<file path="src/rtl/seq_mult_16_pkg.sv">
// Shared definitions for the sequential 16x16 shift-add multiplier.
//   state_t   : FSM state encoding (IDLE=0, RUN=1, DONE=2)
//   WIDTH_DEF : operand width of the datapath
//   CNT_LAST  : iteration count value on the final RUN cycle
package seq_mult_16_pkg;

  localparam int WIDTH_DEF = 16;

  typedef enum logic [1:0] {
    ST_IDLE = 2'd0,
    ST_RUN  = 2'd1,
    ST_DONE = 2'd2
  } state_t;

  localparam logic [4:0] CNT_LAST = 5'(WIDTH_DEF - 1);

endpackage

</file>
<file path="src/rtl/seq_mult_16_cla.sv">
// CLA_16bit: 16-bit two-level carry-lookahead adder.
//   a, b : addends
//   cin  : carry in
//   sum  : a + b + cin, low 16 bits
//   cout : carry out of bit 15
module CLA_16bit (
  input  logic [15:0] a,
  input  logic [15:0] b,
  input  logic        cin,
  output logic [15:0] sum,
  output logic        cout
);

  logic [15:0] g, p, c;
  logic [3:0]  gg, pp;
  logic [4:0]  bc;

  always_comb begin
    g = a & b;
    p = a ^ b;

    // group generate/propagate per nibble
    for (int k = 0; k < 4; k++) begin
      gg[k] = g[4*k+3]
            | (p[4*k+3] & g[4*k+2])
            | (p[4*k+3] & p[4*k+2] & g[4*k+1])
            | (p[4*k+3] & p[4*k+2] & p[4*k+1] & g[4*k]);
      pp[k] = &p[4*k +: 4];
    end

    // second-level lookahead across nibbles
    bc[0] = cin;
    bc[1] = gg[0] | (pp[0] & cin);
    bc[2] = gg[1] | (pp[1] & gg[0]) | (pp[1] & pp[0] & cin);
    bc[3] = gg[2] | (pp[2] & gg[1]) | (pp[2] & pp[1] & gg[0])
          | (pp[2] & pp[1] & pp[0] & cin);
    bc[4] = gg[3] | (pp[3] & gg[2]) | (pp[3] & pp[2] & gg[1])
          | (pp[3] & pp[2] & pp[1] & gg[0])
          | (pp[3] & pp[2] & pp[1] & pp[0] & cin);

    // in-nibble carries from the nibble carry-in
    for (int k = 0; k < 4; k++) begin
      c[4*k]   = bc[k];
      c[4*k+1] = g[4*k] | (p[4*k] & bc[k]);
      c[4*k+2] = g[4*k+1] | (p[4*k+1] & g[4*k])
               | (p[4*k+1] & p[4*k] & bc[k]);
      c[4*k+3] = g[4*k+2] | (p[4*k+2] & g[4*k+1])
               | (p[4*k+2] & p[4*k+1] & g[4*k])
               | (p[4*k+2] & p[4*k+1] & p[4*k] & bc[k]);
    end

    sum  = p ^ c;
    cout = bc[4];
  end

endmodule

</file>
<file path="src/rtl/seq_mult_16.sv">
// seq_mult_16: sequential unsigned shift-add multiplier, one partial
// product per cycle through a CLA_16bit adder.
//   clk       : clock, rising edge
//   rst       : asynchronous active-high reset
//   in_valid  : operands present on a/b
//   in_ready  : accepting operands (IDLE only)
//   a, b      : unsigned multiplicand / multiplier
//   out_valid : product valid (DONE only)
//   out_ready : consumer accepts the product
//   product   : registered a*b
//   busy      : high while iterating (RUN)
//
// Latency: handshake at edge N, 16 RUN cycles, DONE entered at N+16 with
// the result registered, out_valid raised at N+17.
//
// state | meaning
// IDLE  | waiting for operands, in_ready=1
// RUN   | one add/shift iteration per cycle
// DONE  | result held, out_valid after one settle cycle
import seq_mult_16_pkg::*;

module seq_mult_16 #(
  parameter int WIDTH = WIDTH_DEF
) (
  input  logic               clk,
  input  logic               rst,
  input  logic               in_valid,
  output logic               in_ready,
  input  logic [WIDTH-1:0]   a,
  input  logic [WIDTH-1:0]   b,
  output logic               out_valid,
  input  logic               out_ready,
  output logic [2*WIDTH-1:0] product,
  output logic               busy
);

  state_t state, state_nxt;

  logic [WIDTH-1:0]   m_q, h_q, q_q;
  logic [4:0]         count;
  logic [2*WIDTH-1:0] product_q;
  logic               out_valid_q;

  logic [WIDTH-1:0]   addend, sum, h_nxt, q_nxt;
  logic               cout;
  logic               last_iter;

  assign addend    = q_q[0] ? m_q : '0;
  assign last_iter = (count == CNT_LAST);

  CLA_16bit u_cla (
    .a    (h_q),
    .b    (addend),
    .cin  (1'b0),
    .sum  (sum),
    .cout (cout)
  );

  // {cout, sum, Q} >> 1: the carry lands in H's msb, nothing is lost
  assign h_nxt = {cout, sum[WIDTH-1:1]};
  assign q_nxt = {sum[0], q_q[WIDTH-1:1]};

  always_ff @(posedge clk or posedge rst) begin
    if (rst) state <= ST_IDLE;
    else     state <= state_nxt;
  end

  always_comb begin
    state_nxt = state;
    case (state)
      ST_IDLE: if (in_valid) state_nxt = ST_RUN;
      ST_RUN:  if (last_iter) state_nxt = ST_DONE;
      ST_DONE: if (out_valid_q && out_ready) state_nxt = ST_IDLE;
      default: state_nxt = ST_IDLE;
    endcase
  end

  always_comb begin
    in_ready = (state == ST_IDLE);
    busy     = (state == ST_RUN);
  end

  assign out_valid = out_valid_q;
  assign product   = product_q;

  always_ff @(posedge clk or posedge rst) begin
    if (rst) begin
      m_q         <= '0;
      h_q         <= '0;
      q_q         <= '0;
      count       <= '0;
      product_q   <= '0;
      out_valid_q <= 1'b0;
    end else begin
      case (state)
        ST_IDLE: begin
          if (in_valid) begin
            m_q   <= a;
            q_q   <= b;
            h_q   <= '0;
            count <= '0;
          end
        end
        ST_RUN: begin
          h_q   <= h_nxt;
          q_q   <= q_nxt;
          count <= count + 5'd1;
          if (last_iter) product_q <= {h_nxt, q_nxt};
        end
        ST_DONE: begin
          // first DONE cycle raises out_valid; handshake drops it
          out_valid_q <= !(out_valid_q && out_ready);
        end
        default: out_valid_q <= 1'b0;
      endcase
    end
  end

endmodule

</file>
<file path="config.mk">
export PLATFORM = sky130hd
export DESIGN_NAME = seq_mult_16
export DESIGN_NICKNAME = d
export VERILOG_FILES = /design/src/rtl/seq_mult_16_pkg.sv /design/src/rtl/seq_mult_16_cla.sv /design/src/rtl/seq_mult_16.sv
export SDC_FILE = /design/constraint.sdc
export NUM_CORES = 1
export LEC_CHECK = 0
export CAP_MARGIN = 25
export CORE_UTILIZATION = 45
export CTS_CLUSTER_DIAMETER = 30
export CTS_CLUSTER_SIZE = 10
export DETAILED_ROUTE_END_ITERATION = 7
export PLACE_DENSITY_LB_ADDON = 0.3
export SYNTH_ARGS = -nofsm -noshare
export SYNTH_HDL_FRONTEND = slang
export SYNTH_SLANG_ARGS = --single-unit
</file>
<file path="constraint.sdc">
create_clock -name clk -period 8.1 [get_ports clk]
set_clock_uncertainty 0.05 [all_clocks]
set_input_delay 1.62 -clock clk [delete_from_list [all_inputs] [get_ports clk]]
set_output_delay 1.62 -clock clk [all_outputs]
set_load 0.01 [all_outputs]
</file>
==> flow_metrics.py <==
metrics = {
    "floorplanning": {
        "rows": 34,
        "core_mm2": 0.00885,
        "die_x_um": 98.5,
        "start_util_pct": 47.3,
        "die_height_um": 98.5,
        "ios": 71,
        "dieArea_mm2": 0.00970,
    },
    "worst_setup_path": {
        "critPathKind": "flip-flop to output port",
        "cp.required_ns": 6.43,
        "cp.arrival_ns": 1.88,
        "r2r_cells": 11,
        "cp_max_fo": 12,
        "rrSetupSlack_ns": 4.75,
        "start_kind": "flip-flop",
        "cp_num_buf_inv": 2,
        "crit_chain": "nand2b_1, inv_1, clkdlybuf4s50_1",
        "slowest_delay_ns": 0.62,
        "cp.depth": 3,
        "end_kind": "output port",
        "critPathTopFamily": "buffers and inverters",
        "cp_slowest_cell": "clkdlybuf4s50_1",
    },
    "place": {
        "place_ws_ns": 4.60,
        "portBuffers": 70,
        "post-dp-hpwl_um": 5800,
        "routabilityCongestion": 0.788,
        "place_area_mm2": 0.00498,
    },
    "clocking": {
        "root_buffer": "clkbuf_8",
        "cts_sinks": 88,
        "clk_pin_slew_worst_paths_ns": 0.10,
        "cts.htree.levels": 3,
        "insertion_delay_ns": 0.36,
        "clock_path_buffers": 2,
        "post-cts-setup-buffers": 0,
        "cts_buffers": 9,
        "tritoncts": "built",
        "postCtsResizedCells": 0,
        "cts_hold_buffers": 0,
    },
    "timing": {
        "finalSetupViolCount": 0,
        "hold_slack_ns": 0.427,
        "slew_headroom_pct": 32.6,
        "period_minus_slack_ns": 3.55,
        "layout_setup_ws_ns": 4.55,
        "period_share_pct": 43.8,
        "rsz0062_at_grt": "no",
        "hold_violations": 0,
        "tightest_slew_ns": 1.01,
        "setup_tns_ns": 0,
        "drv_slew": 0,
        "max_freq_mhz": 282,
    },
    "global_route": {
        "overflow": 0,
        "gr-usage-all-layers_pct": 18.9,
        "grt_pass1_vias": 3096,
        "grt_first_pass_wirelength_um": 14500,
        "grt_max_degree": 56,
        "antenna_found_initial": 0,
    },
    "synthesis": {
        "yosysTopAreaCell": "dfrtp_1",
        "netlist_area_mm2": 0.00419,
        "synth_warnings": 0,
        "syn_avg_cell_area_um2": 10.1,
        "ys_types": 37,
        "syn_nets": 471,
        "synthTopCellsByArea": "dfrtp_1 (53%), nand2_1 (9.7%), o21ai_0 (5.9%)",
        "synth_cells": 413,
        "synth_top_area_share_pct": 52.6,
        "synth_seq_area_share_pct": 52.6,
        "yosys_register_bits": 88,
    },
    "finish": {
        "multi_input_area_mm2": 0.00188,
        "area_growth_pct": 24.9,
        "fin_nets": 536,
        "design_area_mm2": 0.00523,
        "antenna_cells": 0,
        "register_area_mm2": 0.00220,
        "drive_gt1_share_pct": 8.49,
        "num-fill-cells": 768,
    },
    "detailed_routing": {
        "drt-pass1-iter-count": 7,
        "drc": 7,
        "drt-initial-drc-count": 142,
        "via_count": 3068,
        "wl_um": 8640,
        "routedWlPerCell_um": 14.6,
        "ant_nets": 0,
        "viasPerCell": 5.19,
    },
    "run_status": {
        "violations": "DRC",
        "status": "finished with violations",
    },
    "pwr": {
        "power_density_mw_per_mm2": 375,
        "p_leak_nw": 2.39,
        "peakVddDrop_mv": 0.179,
        "power_mw": 1.96,
    },
    "job": {
        "drv_cap": 0,
    },
    "worst_hold_path": {
        "min_path_type": "flip-flop to flip-flop",
        "min_path_cells": 2,
    },
}
==> power by group <==
part,switching (mW),internal (mW)
registers,0.124,0.632
clock network,0.161,0.184
logic,0.436,0.428
==> registers in the layout (all words and copies together), names as in the netlist <==
signal     cells
h_q           16
out_valid      1
q_q           16
count          5
m_q           16
state          2
product       32
==> tightest hold or removal path: stages, from the launching register on <==
cell and delay [ns]:
dfrtp_1 0.35, nand2_1 0.05, nand2_1 0.05
==> metrics by stage <==
step,utilization [%],std cells
3_5_place_dp,56.2,574
3_3_place_gp,56.2,574
6_report,59.1,591
5_1_grt,59.1,591
4_1_cts,58.8,590
2_1_floorplan,-,413
==> synthesized netlist by cell type <==
| cell | instances |
|---|---|
| a211o_1 | 1 |
| a21boi_1 | 1 |
| a21o_1 | 5 |
| a21o_2 | 1 |
| a21oi_1 | 10 |
| a22o_1 | 4 |
| a22oi_1 | 2 |
| a41o_1 | 2 |
| a41oi_2 | 1 |
| and2_1 | 17 |
| and3_1 | 1 |
| buf_1 | 1 |
| buf_2 | 6 |
| clkbuf_1 | 13 |
| dfrtp_1 | 88 |
| fa_1 | 4 |
| ha_1 | 18 |
| inv_1 | 10 |
| mux2_2 | 16 |
| mux2i_1 | 17 |
| nand2_1 | 108 |
| nand2b_1 | 2 |
| nand3_1 | 4 |
| nand4b_1 | 1 |
| nor2_1 | 8 |
| nor2b_1 | 2 |
| nor3_1 | 2 |
| o211ai_1 | 2 |
| o21ai_0 | 49 |
| o21ai_2 | 1 |
| o21bai_1 | 2 |
| o22ai_1 | 2 |
| o311ai_0 | 1 |
| o31a_1 | 1 |
| or3_1 | 1 |
| xnor2_1 | 6 |
| xor2_1 | 3 |
==> metal layers <==
layer  up-vias  GRT usage, %  routed length (um)  part of all wire, %
li1       1521             -                   -                    -
met2        60          30.8                4040                   47
met1      1476          26.0                4150                   48
met3        11          2.91                 331                  3.8
met4         0          6.89                 129                  1.5
met5         -             0                   0                    0
==> layout make-up <==
class / count / area share [%]
Multi-Input combinational cell: 295 / 35.9
Timing Repair Buffer: 74 / 14.4
Tap cell: 108 / 2.58
Sequential cell: 88 / 42.1
Clock buffer: 10 / 2.63
Clock inverter: 6 / 1.72
Inverter: 10 / 0.741
==> logic make-up after synthesis <==
family	after synthesis	synth area share [%]
buf+inv	30	2.87
simple gates	146	14.8
flops	88	52.6
compound gates	85	12.2
xor+xnor	9	1.88
fa+ha+maj	22	7.29
mux	33	8.37
==> cells in the final DEF (no fill, tap or decap), drive strengths merged, types with 3 or more instances in the layout <==
| cell | instances |
|---|---|
| fa | 4 |
| nand2 | 108 |
| a22o | 4 |
| nor2 | 8 |
| a21o | 6 |
| buf | 4 |
| xor2 | 3 |
| ha | 18 |
| mux2i | 17 |
| a21oi | 10 |
| mux2 | 16 |
| nand3 | 4 |
| clkbuf | 10 |
| and2 | 17 |
| clkdlybuf4s50 | 70 |
| inv | 11 |
| xnor2 | 6 |
| o21ai | 50 |
| dfrtp | 88 |
==> path summary, 6_finish.rpt <==
kind | start | to
worst max register to register | q_q[0] | product[28]
worst min-delay path | product[6] | product[6]
max in group asynchronous | rst | product[25]
min in group asynchronous | rst | product[12]
worst max-delay path | state[1] | busy
worst min register to register | product[6] | product[6]
No activity file was read; power rests on OpenSTA's default activity.
